`config.mk`:
```
export PLATFORM = sky130hd
export DESIGN_NAME = ln_rd_cmd_sched
export DESIGN_NICKNAME = d
export VERILOG_FILES = /design/src/rtl/ln_rd_cmd_sched_pkg.sv /design/src/rtl/ln_rd_addr_walker.sv /design/src/rtl/ln_rd_cmd_sched.sv
export SDC_FILE = /design/constraint.sdc
export NUM_CORES = 1
export LEC_CHECK = 0
export CAP_MARGIN = 20
export CORE_AREA = 5 5 238 124
export CTS_BUF_LIST = sky130_fd_sc_hd__clkbuf_4 sky130_fd_sc_hd__clkbuf_8 sky130_fd_sc_hd__clkbuf_16
export CTS_CLUSTER_DIAMETER = 50
export DETAILED_ROUTE_END_ITERATION = 6
export DIE_AREA = 0 0 243 129
export GPL_TIMING_DRIVEN = 0
export PLACE_DENSITY = 0.81
export SLEW_MARGIN = 0
export SYNTH_ARGS = -nofsm -noshare
export SYNTH_HDL_FRONTEND = slang
export SYNTH_SLANG_ARGS = --single-unit
```
`constraint.sdc`:
```
create_clock -name clk -period 9.3 [get_ports clk]
set_clock_uncertainty 0.1 [all_clocks]
set_input_delay 1.86 -clock clk [delete_from_list [all_inputs] [get_ports clk]]
set_output_delay 1.86 -clock clk [all_outputs]
set_load 0.02 [all_outputs]
```
`src/rtl/ln_rd_cmd_sched_pkg.sv`:
```
// Shared definitions for the LayerNorm stage-2 read-command scheduler:
// FSM state encoding, burst sizing and outstanding-burst default.
package ln_rd_cmd_sched_pkg;

    localparam int LOG2_BURST_DEF = 4;
    localparam int MAX_OUT_DEF    = 4;

    typedef enum logic [1:0] {
        ST_IDLE  = 2'd0,
        ST_ISSUE = 2'd1,
        ST_DRAIN = 2'd2
    } state_t;

    function automatic int burst_of(input int log2_burst);
        return 1 << log2_burst;
    endfunction

    localparam int BURST_DEF = burst_of(LOG2_BURST_DEF);

endpackage

```
`src/rtl/ln_rd_addr_walker.sv`:
```
// Nested channel / W-burst / row counters with incremental address
// accumulators; produces the registered command address and length.
module ln_rd_addr_walker
    import ln_rd_cmd_sched_pkg::*;
#(
    parameter int AW         = 32,
    parameter int LOG2_BURST = LOG2_BURST_DEF,
    parameter int PIX_BYTES  = 64,
    parameter int CH_W       = 8,
    parameter int H_W        = 12,
    parameter int W_W        = 12
) (
    input  logic                  clk,
    input  logic                  rst,
    input  logic                  load,
    input  logic                  adv,
    input  logic [AW-1:0]         base_addr,
    input  logic [AW-1:0]         line_stride,
    input  logic [AW-1:0]         surface_stride,
    input  logic [CH_W-1:0]       ch_num,
    input  logic [H_W-1:0]        h_num,
    input  logic [W_W-1:0]        w_num,
    output logic [AW-1:0]         addr,
    output logic [LOG2_BURST-1:0] len,
    output logic                  last
);

    localparam int            BURST   = burst_of(LOG2_BURST);
    localparam int            WB_W    = W_W - LOG2_BURST;
    localparam logic [AW-1:0] WB_STEP = AW'(BURST * PIX_BYTES);

    logic [CH_W-1:0]       ch_cnt, ch_n, ch_max;
    logic [WB_W-1:0]       wb_cnt, wb_n, wb_max, wb_max_sel;
    logic [H_W-1:0]        h_cnt, h_n, h_max;
    logic [LOG2_BURST-1:0] last_len, last_len_sel, len_q, len_n;
    logic [AW-1:0]         line_q, surf_q;
    logic [AW-1:0]         row_base, row_n, wb_base, wbb_n, cur_addr, addr_n;
    logic [W_W-1:0]        w_m1;
    logic                  ch_last, wb_last, h_last;

    assign w_m1    = w_num - 1'b1;
    assign ch_last = (ch_cnt == ch_max);
    assign wb_last = (wb_cnt == wb_max);
    assign h_last  = (h_cnt == h_max);
    assign last    = ch_last & wb_last & h_last;

    // A zero remainder wraps to all ones, which is exactly BURST-1.
    assign wb_max_sel   = load ? w_m1[W_W-1:LOG2_BURST] : wb_max;
    assign last_len_sel = load ? (w_num[LOG2_BURST-1:0] - 1'b1) : last_len;

    always_comb begin
        ch_n   = ch_cnt;
        wb_n   = wb_cnt;
        h_n    = h_cnt;
        row_n  = row_base;
        wbb_n  = wb_base;
        addr_n = cur_addr;
        if (load) begin
            ch_n   = '0;
            wb_n   = '0;
            h_n    = '0;
            row_n  = base_addr;
            wbb_n  = base_addr;
            addr_n = base_addr;
        end else if (adv) begin
            if (!ch_last) begin
                ch_n   = ch_cnt + 1'b1;
                addr_n = cur_addr + surf_q;
            end else begin
                ch_n = '0;
                if (!wb_last) begin
                    wb_n   = wb_cnt + 1'b1;
                    wbb_n  = wb_base + WB_STEP;
                    addr_n = wbb_n;
                end else begin
                    wb_n = '0;
                    if (!h_last) begin
                        h_n   = h_cnt + 1'b1;
                        row_n = row_base + line_q;
                    end else begin
                        h_n = '0;
                    end
                    wbb_n  = row_n;
                    addr_n = row_n;
                end
            end
        end
        len_n = (wb_n == wb_max_sel) ? last_len_sel : '1;
    end

    always_ff @(posedge clk or posedge rst) begin
        if (rst) begin
            ch_cnt   <= '0;
            wb_cnt   <= '0;
            h_cnt    <= '0;
            ch_max   <= '0;
            wb_max   <= '0;
            h_max    <= '0;
            last_len <= '0;
            line_q   <= '0;
            surf_q   <= '0;
            row_base <= '0;
            wb_base  <= '0;
            cur_addr <= '0;
            len_q    <= '0;
        end else begin
            if (load) begin
                ch_max   <= ch_num - 1'b1;
                wb_max   <= w_m1[W_W-1:LOG2_BURST];
                h_max    <= h_num - 1'b1;
                last_len <= last_len_sel;
                line_q   <= line_stride;
                surf_q   <= surface_stride;
            end
            ch_cnt   <= ch_n;
            wb_cnt   <= wb_n;
            h_cnt    <= h_n;
            row_base <= row_n;
            wb_base  <= wbb_n;
            cur_addr <= addr_n;
            len_q    <= len_n;
        end
    end

    assign addr = cur_addr;
    assign len  = len_q;

endmodule

```
`src/rtl/ln_rd_cmd_sched.sv`:
```
// Read-command scheduler for LN stage-2 feature fetch: walks the surface,
// issues one read per burst and bounds outstanding bursts with credits.
module ln_rd_cmd_sched
    import ln_rd_cmd_sched_pkg::*;
#(
    parameter int AW         = 32,
    parameter int LOG2_BURST = LOG2_BURST_DEF,
    parameter int PIX_BYTES  = 64,
    parameter int MAX_OUT    = MAX_OUT_DEF,
    parameter int CH_W       = 8,
    parameter int H_W        = 12,
    parameter int W_W        = 12
) (
    input  logic                  clk,
    input  logic                  rst,
    input  logic                  start,
    input  logic [AW-1:0]         base_addr,
    input  logic [AW-1:0]         line_stride,
    input  logic [AW-1:0]         surface_stride,
    input  logic [CH_W-1:0]       CH_in_div_Tout,
    input  logic [H_W-1:0]        h_in,
    input  logic [W_W-1:0]        w_in,
    output logic                  rd_req_vld,
    input  logic                  rd_req_rdy,
    output logic [AW-1:0]         rd_req_addr,
    output logic [LOG2_BURST-1:0] rd_req_len,
    input  logic                  burst_done,
    output logic                  busy,
    output logic                  done,
    output logic                  err_underflow,
    output state_t                dbg_state
);

    localparam int CNT_W = $clog2(MAX_OUT + 1);

    // rd_req handshake: a command transfers on any cycle where rd_req_vld and
    // rd_req_rdy are both high; once raised, vld and the command stay fixed
    // until that transfer happens.

    state_t           state_q, state_n;
    logic [CNT_W-1:0] cnt_q, cnt_n;
    logic             vld_q, vld_d, busy_q, busy_d, done_q, done_d, err_q, err_d;
    logic             accept, load, zero_cfg, walk_last, underflow;

    assign accept   = vld_q & rd_req_rdy;
    assign load     = start & (state_q == ST_IDLE);
    assign zero_cfg = (h_in == '0) | (w_in == '0) | (CH_in_div_Tout == '0);

    ln_rd_addr_walker #(
        .AW         (AW),
        .LOG2_BURST (LOG2_BURST),
        .PIX_BYTES  (PIX_BYTES),
        .CH_W       (CH_W),
        .H_W        (H_W),
        .W_W        (W_W)
    ) u_walker (
        .clk            (clk),
        .rst            (rst),
        .load           (load),
        .adv            (accept),
        .base_addr      (base_addr),
        .line_stride    (line_stride),
        .surface_stride (surface_stride),
        .ch_num         (CH_in_div_Tout),
        .h_num          (h_in),
        .w_num          (w_in),
        .addr           (rd_req_addr),
        .len            (rd_req_len),
        .last           (walk_last)
    );

    always_ff @(posedge clk or posedge rst) begin
        if (rst) state_q <= ST_IDLE;
        else     state_q <= state_n;
    end

    always_comb begin
        state_n = state_q;
        case (state_q)
            ST_IDLE:  if (load) state_n = zero_cfg ? ST_DRAIN : ST_ISSUE;
            ST_ISSUE: if (accept && walk_last) state_n = ST_DRAIN;
            ST_DRAIN: if (cnt_q == '0) state_n = ST_IDLE;
            default:  state_n = ST_IDLE;
        endcase
    end

    // Credit counter: a simultaneous accept and burst_done cancel out.
    always_comb begin
        cnt_n     = cnt_q;
        underflow = 1'b0;
        case ({accept, burst_done})
            2'b10: cnt_n = cnt_q + 1'b1;
            2'b01: begin
                if (cnt_q == '0) underflow = 1'b1;
                else             cnt_n = cnt_q - 1'b1;
            end
            default: cnt_n = cnt_q;
        endcase
    end

    always_comb begin
        vld_d  = (state_n == ST_ISSUE) && (cnt_n < CNT_W'(MAX_OUT));
        busy_d = (state_n != ST_IDLE);
        done_d = (state_q == ST_DRAIN) && (cnt_q == '0);
        err_d  = (err_q & ~load) | underflow;
    end

    always_ff @(posedge clk or posedge rst) begin
        if (rst) begin
            cnt_q  <= '0;
            vld_q  <= 1'b0;
            busy_q <= 1'b0;
            done_q <= 1'b0;
            err_q  <= 1'b0;
        end else begin
            cnt_q  <= cnt_n;
            vld_q  <= vld_d;
            busy_q <= busy_d;
            done_q <= done_d;
            err_q  <= err_d;
        end
    end

    assign rd_req_vld    = vld_q;
    assign busy          = busy_q;
    assign done          = done_q;
    assign err_underflow = err_q;
    assign dbg_state     = state_q;

endmodule
```
# Word-level counts from Yosys, hierarchy flattened

Cells that the tools add are included.

Add/subtract/negate cells: 12
$mul: 0
Divide/modulo/power cells: 0
Magnitude comparators: 1
Eq/ne operators: 9
Shifts and indexed selects: 0
Mux-type cells: 36
Bitwise logic cells: 9
Reductions and logical operators: 14

Operator list:

| operator                                            | count |
|---|---|
| 2-to-1 mux 32 bit                                   | 12 |
| adder 32 bit                                        | 2 |
| 2-to-1 mux 8 bit                                    | 8 |
| 2-to-1 mux 12 bit                                   | 5 |
| adder 32 x 11 -> 32 bit (second input constant)     | 1 |
| == test 8 bit                                       | 3 |
| logical NOT 12 bit                                  | 2 |
| subtractor 12 x 1 -> 12 bit (second input constant) | 2 |
| adder 8 x 1 -> 8 bit (second input constant)        | 2 |
| adder 12 x 1 -> 12 bit (second input constant)      | 1 |
| == test 12 bit                                      | 1 |
| logical NOT 8 bit                                   | 1 |
| 2-to-1 mux 2 bit                                    | 4 |
| 2-to-1 mux 4 bit                                    | 2 |
| nonzero test 2 bit                                  | 4 |
| subtractor 8 x 1 -> 8 bit (second input constant)   | 1 |
| == test 2 x 1 -> 1 bit (second input constant)      | 3 |
| one-hot mux 2 bit (3 select lines)                  | 1 |
| one-hot mux 3 bit (2 select lines)                  | 1 |
| bitwise AND 1 bit                                   | 5 |
| == test 2 bit (second input constant)               | 2 |
| subtractor 4 x 1 -> 4 bit (second input constant)   | 1 |
| adder 3 x 1 -> 3 bit (second input constant)        | 1 |
| logical AND 1 bit                                   | 3 |
| 10 further kinds                                    | 13 |

Register bits: 233
Bits in latches: 0
Memory bits (writable): 0
Bits in read-only memories: 0
Bits of input ports: 133
Output and inout bits: 42
Word-level logic and storage cells: 100
Memories kept: 0

# Longest topological paths before layout

Depth after elaboration: 8
Mapped depth: 12
Mapped depth without buffers: 12

# Hierarchy

From an unflattened synthesis, not the netlist that was laid out.

Cell total of the unflattened synthesis: 1687
Area, all modules: 15102.0 sq um

Modules (own cells, without submodules):

| module            | instances | cells an instance | area each (sq um) |
|---|---|---|---|
| ln_rd_addr_walker | 1         | 1625              | 14496.4 |
| ln_rd_cmd_sched   | 1         | 62                | 605.6 |

# Least setup slack after synthesis

Ideal clock, no wire load.

Kind: input to register
Start: input port w_in[2]
End: register u_walker.len_q[3] (netlist: u_walker.len[3])
Arrival time: 3.796 ns
Required time: 9.056 ns
Slack: 5.261 ns
Stages on the path: 9
Cells stage by stage: or3_1 -> or3b_1 -> nor2_1 -> xnor2_1 -> o21ai_0 -> xnor2_1 -> o311ai_1 -> nor4b_4 -> o211ai_1

Cells in the longest elaborated chain, start to end: 4

Ends and longest elaborated chain:

| what                        | RTL line                 | text |
|---|---|---|
| from (decl)                 | ln_rd_cmd_sched.sv:22    | `input logic [W_W-1:0] w_in,` |
| subtractor 12 x 1 -> 12 bit | ln_rd_addr_walker.sv:41  | `assign w_m1 = w_num - 1'b1;` |
| 2-to-1 mux 8 bit            | -                        |  |
| via u_walker.wb_max_sel[6]  | ln_rd_addr_walker.sv:33  | `logic [WB_W-1:0] wb_cnt, wb_n, wb_max, wb_max_sel;` |
| == test 8 bit               | ln_rd_addr_walker.sv:88  | `len_n = (wb_n == wb_max_sel) ? last_len_sel : '1;` |
| 2-to-1 mux 4 bit            | ln_rd_addr_walker.sv:88  |  |
| via u_walker.len_n[3]       | ln_rd_addr_walker.sv:35  | `logic [LOG2_BURST-1:0] last_len, last_len_sel, len_q, len_n;` |
| to (signal assigned)        | ln_rd_addr_walker.sv:121 | `len_q <= len_n;` |
| to (decl)                   | ln_rd_addr_walker.sv:35  |  |

The timed path passes the listed nets, and every way through them passes these cells.
A chain may end at the register's enable or synchronous reset.

# Worst setup path after layout

Start: input port start
End: register u_walker.cur_addr[9] (netlist: u_walker.addr[9])

Cells in the longest elaborated chain, start to end: 2

Ends and longest elaborated chain:

| what                                                    | RTL line                 | text |
|---|---|---|
| from (decl)                                             | ln_rd_cmd_sched.sv:16    | `input logic start,` |
| bitwise AND 1 bit (*)                                   | ln_rd_cmd_sched.sv:46    | `assign load = start & (state_q == ST_IDLE);` |
| 2-to-1 mux 32 bit or nonzero test 2 bit (tied branches) | -                        |  |
| to (signal assigned)                                    | ln_rd_addr_walker.sv:120 | `cur_addr <= addr_n;` |
| to (decl)                                               | ln_rd_addr_walker.sv:37  | `logic [AW-1:0] row_base, row_n, wb_base, wbb_n, cur_addr, addr_n;` |

Mark *: on every way between the ends. The rest lies on a longest branch, timed or not.

==> impl_metrics.tcl <==
set metrics [dict create \
    rsz0062_at_grt "false" \
    power.density_mw_per_mm2 353 \
    fin_crit_sh_pct 56.8 \
    cp-end-kind "flip-flop" \
    synth_top_area_share_pct 37.7 \
    post_cts_resized 0 \
    die_x_um 243 \
    nets 2293 \
    yosysSeqAreaShare_pct 37.7 \
    critPathArrivalTime_ns 5.64 \
    wire_per_inst_um 23.2 \
    min_path_cells 2 \
    dp_hpwl_mm 44.0 \
    grt_pass1_vias 14600 \
    yosysWarnings 0 \
    setup_ws_ns 4.02 \
    post_cts_buffers 0 \
    peakVddDrop_mv 0.251 \
    gr-total-overflow 0 \
    vias 15900 \
    async_reset_ff_share_pct 100 \
    synth_edf_count 0 \
    cp.required_ns 9.66 \
    cts_hold_buf 0 \
    drc 1 \
    whs_endpoint "u_walker.surf_q[5]" \
    clk_latency_ns 0.56 \
    synth_ff_type "dfrtp_1" \
    wl_mm 57.0 \
    grt_max_degree 130 \
    reg2reg_depth 9 \
    reg2reg_setup_slack_ns 5.24 \
    cp-start-kind "input port" \
    avgSynthCellArea_sq_um 8.23 \
    timing_worst_setup_path_type "input port to flip-flop" \
    synth_seq_cells 233 \
    root_buffer "clkbuf_16" \
    slew_viol_final 0 \
    worst_pin_slew_ns 1.04 \
    syn-num-nets 2092 \
    h-tree-depth 1 \
    dieHeight_um 129 \
    netlist_area_sq_mm 0.0155 \
    path_clk_slew_ns 0.06 \
    max_slew_margin_pct 30.4 \
    failed_checks "design-rule violations" \
    drv_cap 0 \
    rows 43 \
    worstReg2RegStart "u_walker.wb_cnt[7]" \
    netlist_instances 1881 \
    drt-initial-drc-count 2498 \
    io_pins 175 \
    drive_gt1_share_pct 5.14 \
    synthToLayoutAreaGrowth_pct 20.0 \
    dp_slack_ns 3.74 \
    clkSinkCount 233 \
    vias_per_cell 6.45 \
    finalHoldViolCount 0 \
    cts_buffer_depth 3 \
    grt_first_pass_wirelength_mm 87.0 \
    antenna_found_initial 1 \
    total_power_w 0.00655 \
    drtPass1Iterations 7 \
    status "finished with violations" \
    cts_tree "yes" \
    postRouteAntennaNets 0 \
    finalSetupTns_ns 0 \
    hold_slack_ns 0.380 \
    port_buffers 174 \
    initial_utilization_pct 56.8 \
    gp_congestion 1.02 \
    yosysUniqueCellTypes 90 \
    worstHoldPathType "flip-flop to flip-flop" \
    reg2reg_to "u_walker.wb_base[21]" \
    die_area_sq_mm 0.0313 \
    hp-start "u_walker.surf_q[5]" \
    max_freq_mhz 189 \
    synth.area.top_cells "dfrtp_1, nand2_1, ha_1, o21ai_0, a21oi_1" \
    track_usage_pct 35.7 \
    crit_fanout 10 \
    numCtsBuffers 24 \
    synth_top_area_cell "dfrtp_1" \
    core_area_sq_mm 0.0272 \
    p_leak_nw 8.03 \
    setup_viol 0 \
    fin_crit_ns 5.28 \
    n_antenna_cell 0 \
]
logic make-up (layout without fill, tap and decap cells):
family          Yosys count  in the layout  synth area share (%)
flops                   233            233                  37.7
mux                      31             31                  2.07
xor+xnor                130            130                  7.36
fa+ha+maj                78             78                  6.40
compound gates          537            537                  21.4
simple gates            739            739                  21.7
buf+inv                 133            352                  3.40
state kept, by name, indices dropped and copies added (netlist names):
signal,count
u_walker.h_cnt,12
u_walker.len,4
u_walker.addr,32
u_walker.h_max,12
u_walker.wb_cnt,8
dbg_state,2
u_walker.last_len,4
u_walker.ch_cnt,8
err_underflow,1
u_walker.row_base,32
rd_req_vld,1
u_walker.ch_max,8
u_walker.surf_q,32
done,1
u_walker.line_q,32
u_walker.wb_max,8
cnt_q,3
busy,1
u_walker.wb_base,32
critical path, stage by stage:
cell and delay, ns:
clkdlybuf4s50_1 0.53, and2_1 0.14, clkbuf_1 0.52, clkbuf_1 0.74, buf_1 0.65, clkbuf_1 0.64, nand2_1 0.36, o211ai_1 0.19
metal layers:
metal / wire (um) / GRT usage, % / vias to the layer above
met3: 9490 / 13.9 / 145
li1: - / - / 7102
met1: 24900 / 55.1 / 7427
met2: 20900 / 45.7 / 1204
met5: 0 / 0 / -
met4: 1770 / 9.70 / 0
worst max-delay path by stage:
| stage | endpoint | from | slack, ns | depth (start not counted) |
|---|---|---|---|---|
| after floorplan | busy | rst | 0.95 | 1 |
| after global routing | u_walker.row_base[9] | start | 4.10 | 8 |
| after detailed placement | u_walker.addr[9] | start | 3.74 | 8 |
| after CTS | u_walker.addr[9] | start | 4.24 | 8 |
| final | u_walker.addr[9] | start | 4.02 | 8 |
| after global placement | u_walker.surf_q[26] | rst | -2.12 | 2 |
cell usage in the layout, fill, tap and decap left out, types with 39 or more instances in the layout:
cell / count
a21oi_1: 148
clkbuf_1: 65
clkdlybuf4s50_1: 174
dfrtp_1: 233
ha_1: 76
inv_1: 39
nand2_1: 370
nand3_1: 46
nor2_1: 144
o21ai_0: 153
xnor2_1: 82
xor2_1: 48
final cells by class:
cell class                 count  area, sq um
multi-input combinational   1515         9120
fill                        2290         8660
sequential                   233         5830
timing repair buffer         175         1770
clock buffer                  34          706
tap                          360          450
buffer                        93          375
clock inverter                10          158
inverter                      40          158
stage by stage:
| stage | util, % | instance area [sq um] | std cells |
|---|---|---|---|
| 2_1_floorplan | - | 15500 | 1881 |
| 3_3_place_gp | 64.9 | 17700 | 2415 |
| 3_5_place_dp | 65.0 | 17700 | 2416 |
| 4_1_cts | 68.2 | 18600 | 2460 |
| 5_1_grt | 68.2 | 18600 | 2460 |
| 6_report | 68.2 | 18600 | 2460 |
cell usage after synthesis (12+ instances only):
cell	number
a211oi_1	14
clkbuf_1	65
a21oi_1	148
xnor2_1	82
nand4_1	18
o21a_1	17
nor4_1	18
o211ai_1	25
nand3_1	46
inv_1	40
nand3b_1	12
a31oi_1	31
and3_1	25
mux2i_1	26
o21ai_0	153
or3_1	20
a21o_1	26
nor3_1	30
xor2_1	48
o22ai_1	22
ha_1	76
nand2_1	370
dfrtp_1	233
buf_2	18
nor2_1	144
where the power goes:
part | switching (W) | internal, W
clock | 0.000441 | 0.000642
combinational | 0.00220 | 0.00143
sequential | 0.000438 | 0.00139
No activity file was read; power rests on OpenSTA's default activity.
